<file path="src/rtl/pc_stack_unit_pkg.sv">
// Shared command encodings for the program-counter unit and its call stack.
package pc_stack_unit_pkg;

  localparam int unsigned PC_OP_WIDTH = 3;

  typedef logic [PC_OP_WIDTH-1:0] pc_op_t;

  localparam pc_op_t PC_OP_INC    = 3'd0;
  localparam pc_op_t PC_OP_LOAD   = 3'd1;
  localparam pc_op_t PC_OP_BRANCH = 3'd2;
  localparam pc_op_t PC_OP_CALL   = 3'd3;
  localparam pc_op_t PC_OP_RET    = 3'd4;
  localparam pc_op_t PC_OP_HOLD   = 3'd5;

endpackage

</file>
<file path="src/rtl/pc_stack_unit_call_stack.sv">
// Parametrised return-address LIFO; push-when-full and pop-when-empty are dropped.
module call_stack #(
  parameter int unsigned DATA_WIDTH = 16,
  parameter int unsigned DEPTH      = 8,
  localparam int unsigned CNT_WIDTH = $clog2(DEPTH + 1),
  localparam int unsigned IDX_WIDTH = $clog2(DEPTH)
) (
  input  logic                  clk,
  input  logic                  reset,
  input  logic                  push,
  input  logic                  pop,
  input  logic [DATA_WIDTH-1:0] din,
  output logic [DATA_WIDTH-1:0] tos,
  output logic [CNT_WIDTH-1:0]  depth,
  output logic                  full,
  output logic                  empty
);

  logic [DATA_WIDTH-1:0] mem_q [DEPTH];
  logic [CNT_WIDTH-1:0]  depth_q, depth_d;
  logic [CNT_WIDTH-1:0]  rd_cnt;
  logic [IDX_WIDTH-1:0]  wr_idx, rd_idx;
  logic                  do_push, do_pop;

  assign full  = (depth_q == CNT_WIDTH'(DEPTH));
  assign empty = (depth_q == '0);

  // An accepted push takes precedence; the unit never issues both at once.
  assign do_push = push & ~full;
  assign do_pop  = pop & ~empty & ~do_push;

  assign wr_idx = depth_q[IDX_WIDTH-1:0];
  assign rd_cnt = depth_q - CNT_WIDTH'(1);
  assign rd_idx = rd_cnt[IDX_WIDTH-1:0];

  always_comb begin
    depth_d = depth_q;
    if (do_push) begin
      depth_d = depth_q + CNT_WIDTH'(1);
    end else if (do_pop) begin
      depth_d = rd_cnt;
    end
  end

  always_ff @(posedge clk) begin
    if (reset) begin
      depth_q <= '0;
    end else begin
      depth_q <= depth_d;
    end
  end

  // Entry storage carries no reset; invalid entries are masked from tos.
  always_ff @(posedge clk) begin
    if (do_push && !reset) begin
      mem_q[wr_idx] <= din;
    end
  end

  assign tos   = empty ? '0 : mem_q[rd_idx];
  assign depth = depth_q;

endmodule

</file>
<file path="src/rtl/pc_stack_unit.sv">
// Program counter with relative branch, hardware call/return stack and sticky stack errors.
module pc_stack_unit
  import pc_stack_unit_pkg::*;
#(
  parameter int unsigned             ADDR_WIDTH   = 16,
  parameter int unsigned             OFFSET_WIDTH = 8,
  parameter int unsigned             STACK_DEPTH  = 8,
  parameter logic [ADDR_WIDTH-1:0]   RESET_ADDR   = '0,
  localparam int unsigned            DEPTH_WIDTH  = $clog2(STACK_DEPTH + 1)
) (
  input  logic                    clk,
  input  logic                    reset,
  input  logic                    pc_en,
  input  logic [PC_OP_WIDTH-1:0]  pc_op,
  input  logic [ADDR_WIDTH-1:0]   pc_in,
  input  logic [OFFSET_WIDTH-1:0] offset,
  output logic [ADDR_WIDTH-1:0]   pc_out,
  output logic [ADDR_WIDTH-1:0]   tos,
  output logic [DEPTH_WIDTH-1:0]  depth,
  output logic                    stack_full,
  output logic                    stack_empty,
  output logic                    overflow_err,
  output logic                    underflow_err,
  input  logic                    err_clr
);

  logic [ADDR_WIDTH-1:0] pc_q, pc_d;
  logic [ADDR_WIDTH-1:0] pc_inc, offset_ext;
  logic                  ovf_q, ovf_d;
  logic                  unf_q, unf_d;
  logic                  ovf_evt, unf_evt;
  logic                  push, pop;

  assign pc_inc     = pc_q + ADDR_WIDTH'(1);
  assign offset_ext = ADDR_WIDTH'($signed(offset));

  always_comb begin
    pc_d    = pc_q;
    push    = 1'b0;
    pop     = 1'b0;
    ovf_evt = 1'b0;
    unf_evt = 1'b0;
    if (pc_en) begin
      case (pc_op)
        PC_OP_INC:    pc_d = pc_inc;
        PC_OP_LOAD:   pc_d = pc_in;
        PC_OP_BRANCH: pc_d = pc_q + offset_ext;
        PC_OP_CALL: begin
          if (stack_full) begin
            ovf_evt = 1'b1;
          end else begin
            push = 1'b1;
            pc_d = pc_in;
          end
        end
        PC_OP_RET: begin
          if (stack_empty) begin
            unf_evt = 1'b1;
          end else begin
            pop  = 1'b1;
            pc_d = tos;
          end
        end
        // HOLD and the reserved codes leave everything untouched.
        default: pc_d = pc_q;
      endcase
    end
  end

  // A new error event beats a simultaneous clear.
  assign ovf_d = ovf_evt | (ovf_q & ~err_clr);
  assign unf_d = unf_evt | (unf_q & ~err_clr);

  always_ff @(posedge clk) begin
    if (reset) begin
      pc_q  <= RESET_ADDR;
      ovf_q <= 1'b0;
      unf_q <= 1'b0;
    end else begin
      pc_q  <= pc_d;
      ovf_q <= ovf_d;
      unf_q <= unf_d;
    end
  end

  call_stack #(
    .DATA_WIDTH (ADDR_WIDTH),
    .DEPTH      (STACK_DEPTH)
  ) u_call_stack (
    .clk   (clk),
    .reset (reset),
    .push  (push),
    .pop   (pop),
    .din   (pc_inc),
    .tos   (tos),
    .depth (depth),
    .full  (stack_full),
    .empty (stack_empty)
  );

  assign pc_out        = pc_q;
  assign overflow_err  = ovf_q;
  assign underflow_err = unf_q;

endmodule

</file>
<file path="config.mk">
export PLATFORM = sky130hd
export DESIGN_NAME = pc_stack_unit
export DESIGN_NICKNAME = d
export VERILOG_FILES = /design/src/rtl/pc_stack_unit_pkg.sv /design/src/rtl/pc_stack_unit_call_stack.sv /design/src/rtl/pc_stack_unit.sv
export SDC_FILE = /design/constraint.sdc
export NUM_CORES = 1
export LEC_CHECK = 0
export ABC_AREA = 1
export CORE_MARGIN = 2
export CORE_UTILIZATION = 47
export CTS_CLUSTER_SIZE = 8
export DETAILED_ROUTE_END_ITERATION = 16
export PLACE_DENSITY_LB_ADDON = 0.2
export SLEW_MARGIN = 20
export SYNTH_ARGS = -nofsm -noshare
export SYNTH_HDL_FRONTEND = slang
export SYNTH_HIERARCHICAL = 1
export SYNTH_SLANG_ARGS = --single-unit
</file>
<file path="constraint.sdc">
create_clock -name clk -period 4.5 [get_ports clk]
set_input_delay 0.675 -clock clk [delete_from_list [all_inputs] [get_ports clk]]
set_output_delay 0.675 -clock clk [all_outputs]
set_load 0.005 [all_outputs]
</file>
======== Word-level counts from Yosys, hierarchy flattened ========
Memories as Yosys holds them, arrays and structs flattened.
Index checks and enable logic that the tools add are counted.
W data, S select, Z words.
storage, ports and cells
  output and inout port bits .............. 40
  memories kept ........................... 1
  logic and storage cells ................. 54
  bits in registers ....................... 22
  RAM bits ................................ 128
memories
  memory              depth  width  rd ports  clocked after Yosys merged registers in  write ports  RTL line                        RTL
  u_call_stack.mem_q  8      16     1         0                                        1            pc_stack_unit_call_stack.sv:19  logic [DATA_WIDTH-1:0] mem_q [DEPTH];
cells by class
  add/subtract/negate cells ............... 4
  reductions and logical operators ........ 7
  mux-type cells .......................... 20
  bitwise logic cells ..................... 11
  eq/ne operators ......................... 7
operator list
  kind                     count
  $pmux W16 S5             1
  $mux W16                 3
  $add A16 B1 Y16 const B  1
  $add A16 B16 Y16         1
  $mux W1                  14
  $mux W4                  2
  $eq A3 B2 Y1 const B     2
  $and A1 B1 Y1            5
  $reduce_bool A5 Y1       1
  $add A4 B1 Y4 const B    1
  $eq A4 B4 Y1 const B     1
  $logic_not A4 Y1         1
  $ne A2 B2 Y1 const B     2
  $not A1 Y1               4
  $reduce_and A4 Y1        1
  $sub A4 B1 Y4 const B    1
  $eq A3 B1 Y1 const B     1
  $eq A3 B3 Y1 const B     1
  $logic_not A3 Y1         1
  $or A1 B1 Y1             2
  $reduce_bool A2 Y1       1
  $logic_and A1 B1 Y1      1
  $logic_not A1 Y1         1

======== Longest topological paths before layout ========
Gate-level depths: netlist of the first run.
  depth in word-level cells ............... 9
  mapped depth ............................ 16

======== By module ========
Netlist of the first run, hierarchy kept.
by module, submodules not included
  module         area each (µm²)  instances  cells an instance  seq. area each (µm²)
  call_stack     5392.7           1          438                3923.8
  pc_stack_unit  2264.7           1          380                360.3

======== Worst setup path before layout of the first run ========
No wires, ideal clock.
  kind .................................... reg-to-reg
  start point ............................. register u_call_stack.depth_q[0] (netlist: u_call_stack/depth[0])
  end point ............................... memory u_call_stack.mem_q[3][0] (enable)
  setup slack ............................. 1.165 ns
  arrival time ............................ 2.926 ns
  period minus slack after synthesis ...... 3.335 ns
  cell stages (with the launch flop) ...... 11
  required time ........................... 4.091 ns
  path buffers ............................ 1
  cells stage by stage .................... dfxtp_1 > inv_2 > buf_2 > ha_1 > nand3_2 > inv_1 > nor4_1 > nand2_2 > nor2_2 > inv_2 > nor3_1
between the ends
  longest elaborated chain between the ends .. 8
  elaborated cells between the ends (all ways) .. 9
  classes of those cells .................. eq/ne: 1; mux: 5; bitwise: 2; reduce/logical: 1
RTL lines
  item                           RTL line                        RTL
  from (decl)                    pc_stack_unit_call_stack.sv:20  logic [CNT_WIDTH-1:0] depth_q, depth_d;
  from (signal assigned)         pc_stack_unit_call_stack.sv:49  depth_q <= depth_d;
  $eq A4 B4 Y1                   pc_stack_unit_call_stack.sv:25  assign full = (depth_q == CNT_WIDTH'(DEPTH));
  via stack_full                 pc_stack_unit.sv:20             output logic stack_full,
  $mux W1                        pc_stack_unit.sv:49             if (stack_full) begin
  $mux W1                        pc_stack_unit.sv:44             case (pc_op)
  $mux W1                        pc_stack_unit.sv:43             if (pc_en) begin
  via push                       pc_stack_unit.sv:32             logic push, pop;
  $and A1 B1 Y1                  pc_stack_unit_call_stack.sv:29  assign do_push = push & ~full;
  $logic_and A1 B1 Y1            pc_stack_unit_call_stack.sv:55  if (do_push && !reset) begin
  $mux W1                        pc_stack_unit_call_stack.sv:55
  $mux W1 (implied by the code)  pc_stack_unit_call_stack.sv:56  mem_q[wr_idx] <= din;
  to (decl)                      pc_stack_unit_call_stack.sv:19
The timed path passes the listed nets, and every way through them passes these cells.

======== Final worst setup path of the first run ========
  start point ............................. register u_call_stack.depth_q[1] (netlist: u_call_stack/depth[1])
  end point ............................... output port tos[6]
between the ends
  longest elaborated chain between the ends .. 3
  elaborated cells between the ends (all ways) .. 4
  classes of those cells .................. add/sub: 1; mux: 1; reduce/logical: 1; memory: 1
RTL lines
  item            RTL line                        RTL
  $sub A4 B1 Y4   pc_stack_unit_call_stack.sv:33  assign rd_cnt = depth_q - CNT_WIDTH'(1);
  $mem_v2 Z8 W16  n/a
  $mux W16 (*)    pc_stack_unit_call_stack.sv:60  assign tos = empty ? '0 : mem_q[rd_idx];
  to (decl)       pc_stack_unit.sv:18             output logic [ADDR_WIDTH-1:0] tos,
Every way passes the cells marked *; elsewhere a longest branch is shown, timed or not.

==> flow_summary.ini, run 1 <==
[run_status]
outcome = finished clean

[logic_synthesis]
synth_top_area_share_pct = 50.2
async_flop_share_pct = 0
synth_area_leaders = edfxtp_1, nor2_1, nand2_1
yosysUniqueCellTypes = 44
synth_seq_cells = 150
synth_nets = 868
syn_area_per_cell_um2 = 9.36
synth-edff-count = 128
ys_warn_count = 6
synthFlopType = edfxtp_1
ys_seq_area_share_pct = 55.9
syn_area_mm2 = 0.00766
yosys.area.top_type = edfxtp_1
syn_inst = 818

[sta]
slew_headroom_pct = 37.8
worstMarginPinSlew_ps = 930
finalHoldViolations = 0
finalSetupViolations = 0
max_freq_mhz = 261
fin_crit_ps = 3830
clock_skew_ps = 8.38
grt_setup_unrepaired = no
slew_violations = 0
min_period_over_period_pct = 85.0
setup_tns_ps = 0

[detailed_routing]
vias = 6231
antenna_left = 0
drc = 0
drtIter0Drc = 532
finalWirelength_um = 20200
wire_per_inst_um = 18.1
routed_via_density = 5.57
dr.pass1.iters = 5

[clocking]
clkLatencyLatePin_ps = 420
ctsHoldBuffers = 0
htree_levels = 4
clk_pin_slew_worst_paths_ps = 60
clockBufferDepth = 2
cts-buffers-inserted = 17
cts.sinks = 150
cts_tree = built
post_cts_resized = 0
post_cts_buffers = 0
cts-root-buf = clkbuf_16

[critical_path]
worstPathRequired_ps = 3830
path_buf_inv = 3
cp_top_family = buffers and inverters
cp_max_fo = 17
end_kind = primary output
worst_r2r_endpoint = u_call_stack/mem_q[0][14]
slowest_stage = clkdlybuf4s50_1
critical_path.startpoint_type = flop
timing.rr.start = u_call_stack/depth[1]
r2r_cells = 10
cp.arrival_ps = 3150
critical_path_class = flop to primary output
startpoint = u_call_stack/depth[1]
slowest_delay_ps = 570
cp_cell_sequence = inv_1 -> ha_1 -> inv_1 -> o21ai_0 -> o22ai_1 -> nor2_1 -> nor2_1 -> clkdlybuf4s50_1
critPathCapture = tos[6]
worst-path-stages = 8
regToRegSetupSlack_ps = 1650

[grt]
grt-ovfl-total = 0
grt_pass1_wl_um = 31800
grt_pass1_vias = 5850
grt_max_degree = 71
antenna_found_initial = 0
grt_usage_pct = 23.7

[power_and_ir_drop]
power.density_mw_per_mm2 = 367
vdd_ir_drop_max_mv = 0.270
leakage_nw = 3.40

[floorplan]
fp.dieW_um = 132
core_area_mm2 = 0.0159
row_count = 46
floorplan.die_area_mm2 = 0.0173
die_h_um = 132
start_util_pct = 48.2
ios = 71

[placement]
gp_congestion = 0.991
port_buffers = 70
hpwlAfterDp_um = 13500

[final_layout]
final_util_pct = 57.5
n_fill_cell = 1431
nets = 940
drive_gt1_share_pct = 8.42
areaGrowthSynthToFinish_pct = 19.3
antenna_cells = 0

[hold_path]
hold_class = flop to flop

[flow_run]
maxCapViolCount = 0
==> metrics by stage <==
stage / instance area, µm² / hold slack, ps / power [mW] / setup WS [ps] / cells
global route: 9130 / 483 / 3.47 / 509 / 1119
global placement: 8560 / 455 / 1.98 / 1160 / 1087
floorplan: 7660 / 460 / 1.83 / 1170 / 818
finish: 9130 / 469 / 3.35 / 675 / 1119
CTS: 9130 / 471 / 3.36 / 700 / 1119
detailed placement: 8560 / 463 / 1.99 / 1120 / 1087
==> cell type report <==
type | instances | area [µm²] | share of cell area [%]
clock buffer | 21 | 440 | 4.82
tap | 216 | 270 | 2.96
timing repair buffer | 85 | 813 | 8.90
clock inverter | 11 | 133 | 1.45
multi-input combinational | 572 | 2950 | 32.3
inverter | 64 | 243 | 2.66
sequential | 150 | 4290 | 46.9
==> report_power, final <==
part           switching, mW  total (mW)  internal [mW]
combinational          0.258       0.412          0.154
sequential            0.0216        1.55           1.53
clock                  0.525        1.39          0.863
==> worst reg2reg max path, stage by stage (launching register included) <==
cell and delay [ps]:
dfxtp_1 390, inv_1 160, ha_1 300, nand3_2 130, inv_1 90, nor4_1 410, nand2_2 180, nor2_2 140
nand2_1 120, nor2_1 310, buf_4 310
==> cell usage after synthesis (2+ instances only) <==
cell,number
a21oi_1,43
or2_2,2
nor3_2,2
o22ai_1,16
nand2_1,130
nand2_2,4
a221oi_1,2
nand4_1,7
nand3_1,43
nor2_2,2
nor3_1,11
inv_1,54
nor2_1,147
inv_2,9
o211ai_1,17
dfxtp_1,22
buf_6,6
edfxtp_1,128
clkbuf_2,4
o21ai_0,75
xor2_1,9
buf_2,10
a22o_1,6
a31oi_1,4
o21ai_1,11
buf_4,6
nand3_2,4
nor2_4,3
nand3b_1,2
ha_1,18
xnor2_1,3
clkbuf_1,6
==> sequential cells by signal, indices dropped and copies added (netlist names) <==
signal,flops
underflow_err,1
pc_out,16
u_call_stack/depth,4
u_call_stack/mem_q,128
overflow_err,1
==> worst min-delay path by stage <==
stage                              from            end  slack [ps]  cells past startpoint
after floorplan            overflow_err   overflow_err         460                      2
after global placement    underflow_err  underflow_err         450                      2
after detailed placement  underflow_err  underflow_err         460                      2
after CTS                 underflow_err  underflow_err         470                      2
after global routing      underflow_err  underflow_err         480                      2
final                     underflow_err  underflow_err         470                      2
==> kinds of logic after synthesis <==
logic type	after synthesis	share of synthesized area, %
simple gates	362	20.5
compound gates	179	13.2
flops	150	55.9
buf+inv	96	5.85
fa+ha+maj	19	3.20
xor+xnor	12	1.37
==> cells in the final DEF (no fill, tap or decap), drive strengths merged, types with 9 or more instances in the layout <==
| cell type | netlist | final |
|---|---|---|
| a21oi | 43 | 43 |
| buf | 22 | 15 |
| clkbuf | 10 | 21 |
| clkdlybuf4s50 | 0 | 70 |
| dfxtp | 22 | 22 |
| edfxtp | 128 | 128 |
| ha | 18 | 18 |
| inv | 64 | 64 |
| nand2 | 134 | 134 |
| nand3 | 47 | 47 |
| nor2 | 152 | 152 |
| nor3 | 14 | 14 |
| o211ai | 17 | 17 |
| o21ai | 87 | 87 |
| o22ai | 16 | 16 |
| xor2 | 9 | 9 |
==> metal layers <==
metal	GRT usage, %	part of all wire [%]	routed length [µm]
met5	0	0	0
met4	8.88	2.4	489
met3	4.09	5.1	1030
met2	39.6	49	9880
met1	30.9	44	8840
Power figures use the tool's default switching activity.
==> run 2: changes to the inputs <==
--- a/config.mk
+++ b/config.mk
@@ -8,7 +8,6 @@
 export ABC_AREA = 1
 export CORE_MARGIN = 2
 export CORE_UTILIZATION = 47
-export CTS_CLUSTER_SIZE = 8
 export DETAILED_ROUTE_END_ITERATION = 16
 export PLACE_DENSITY_LB_ADDON = 0.2
 export SLEW_MARGIN = 20
==> results of run 2 <==
Same layout as run 1: the final DEF is identical, and so are final timing and power.
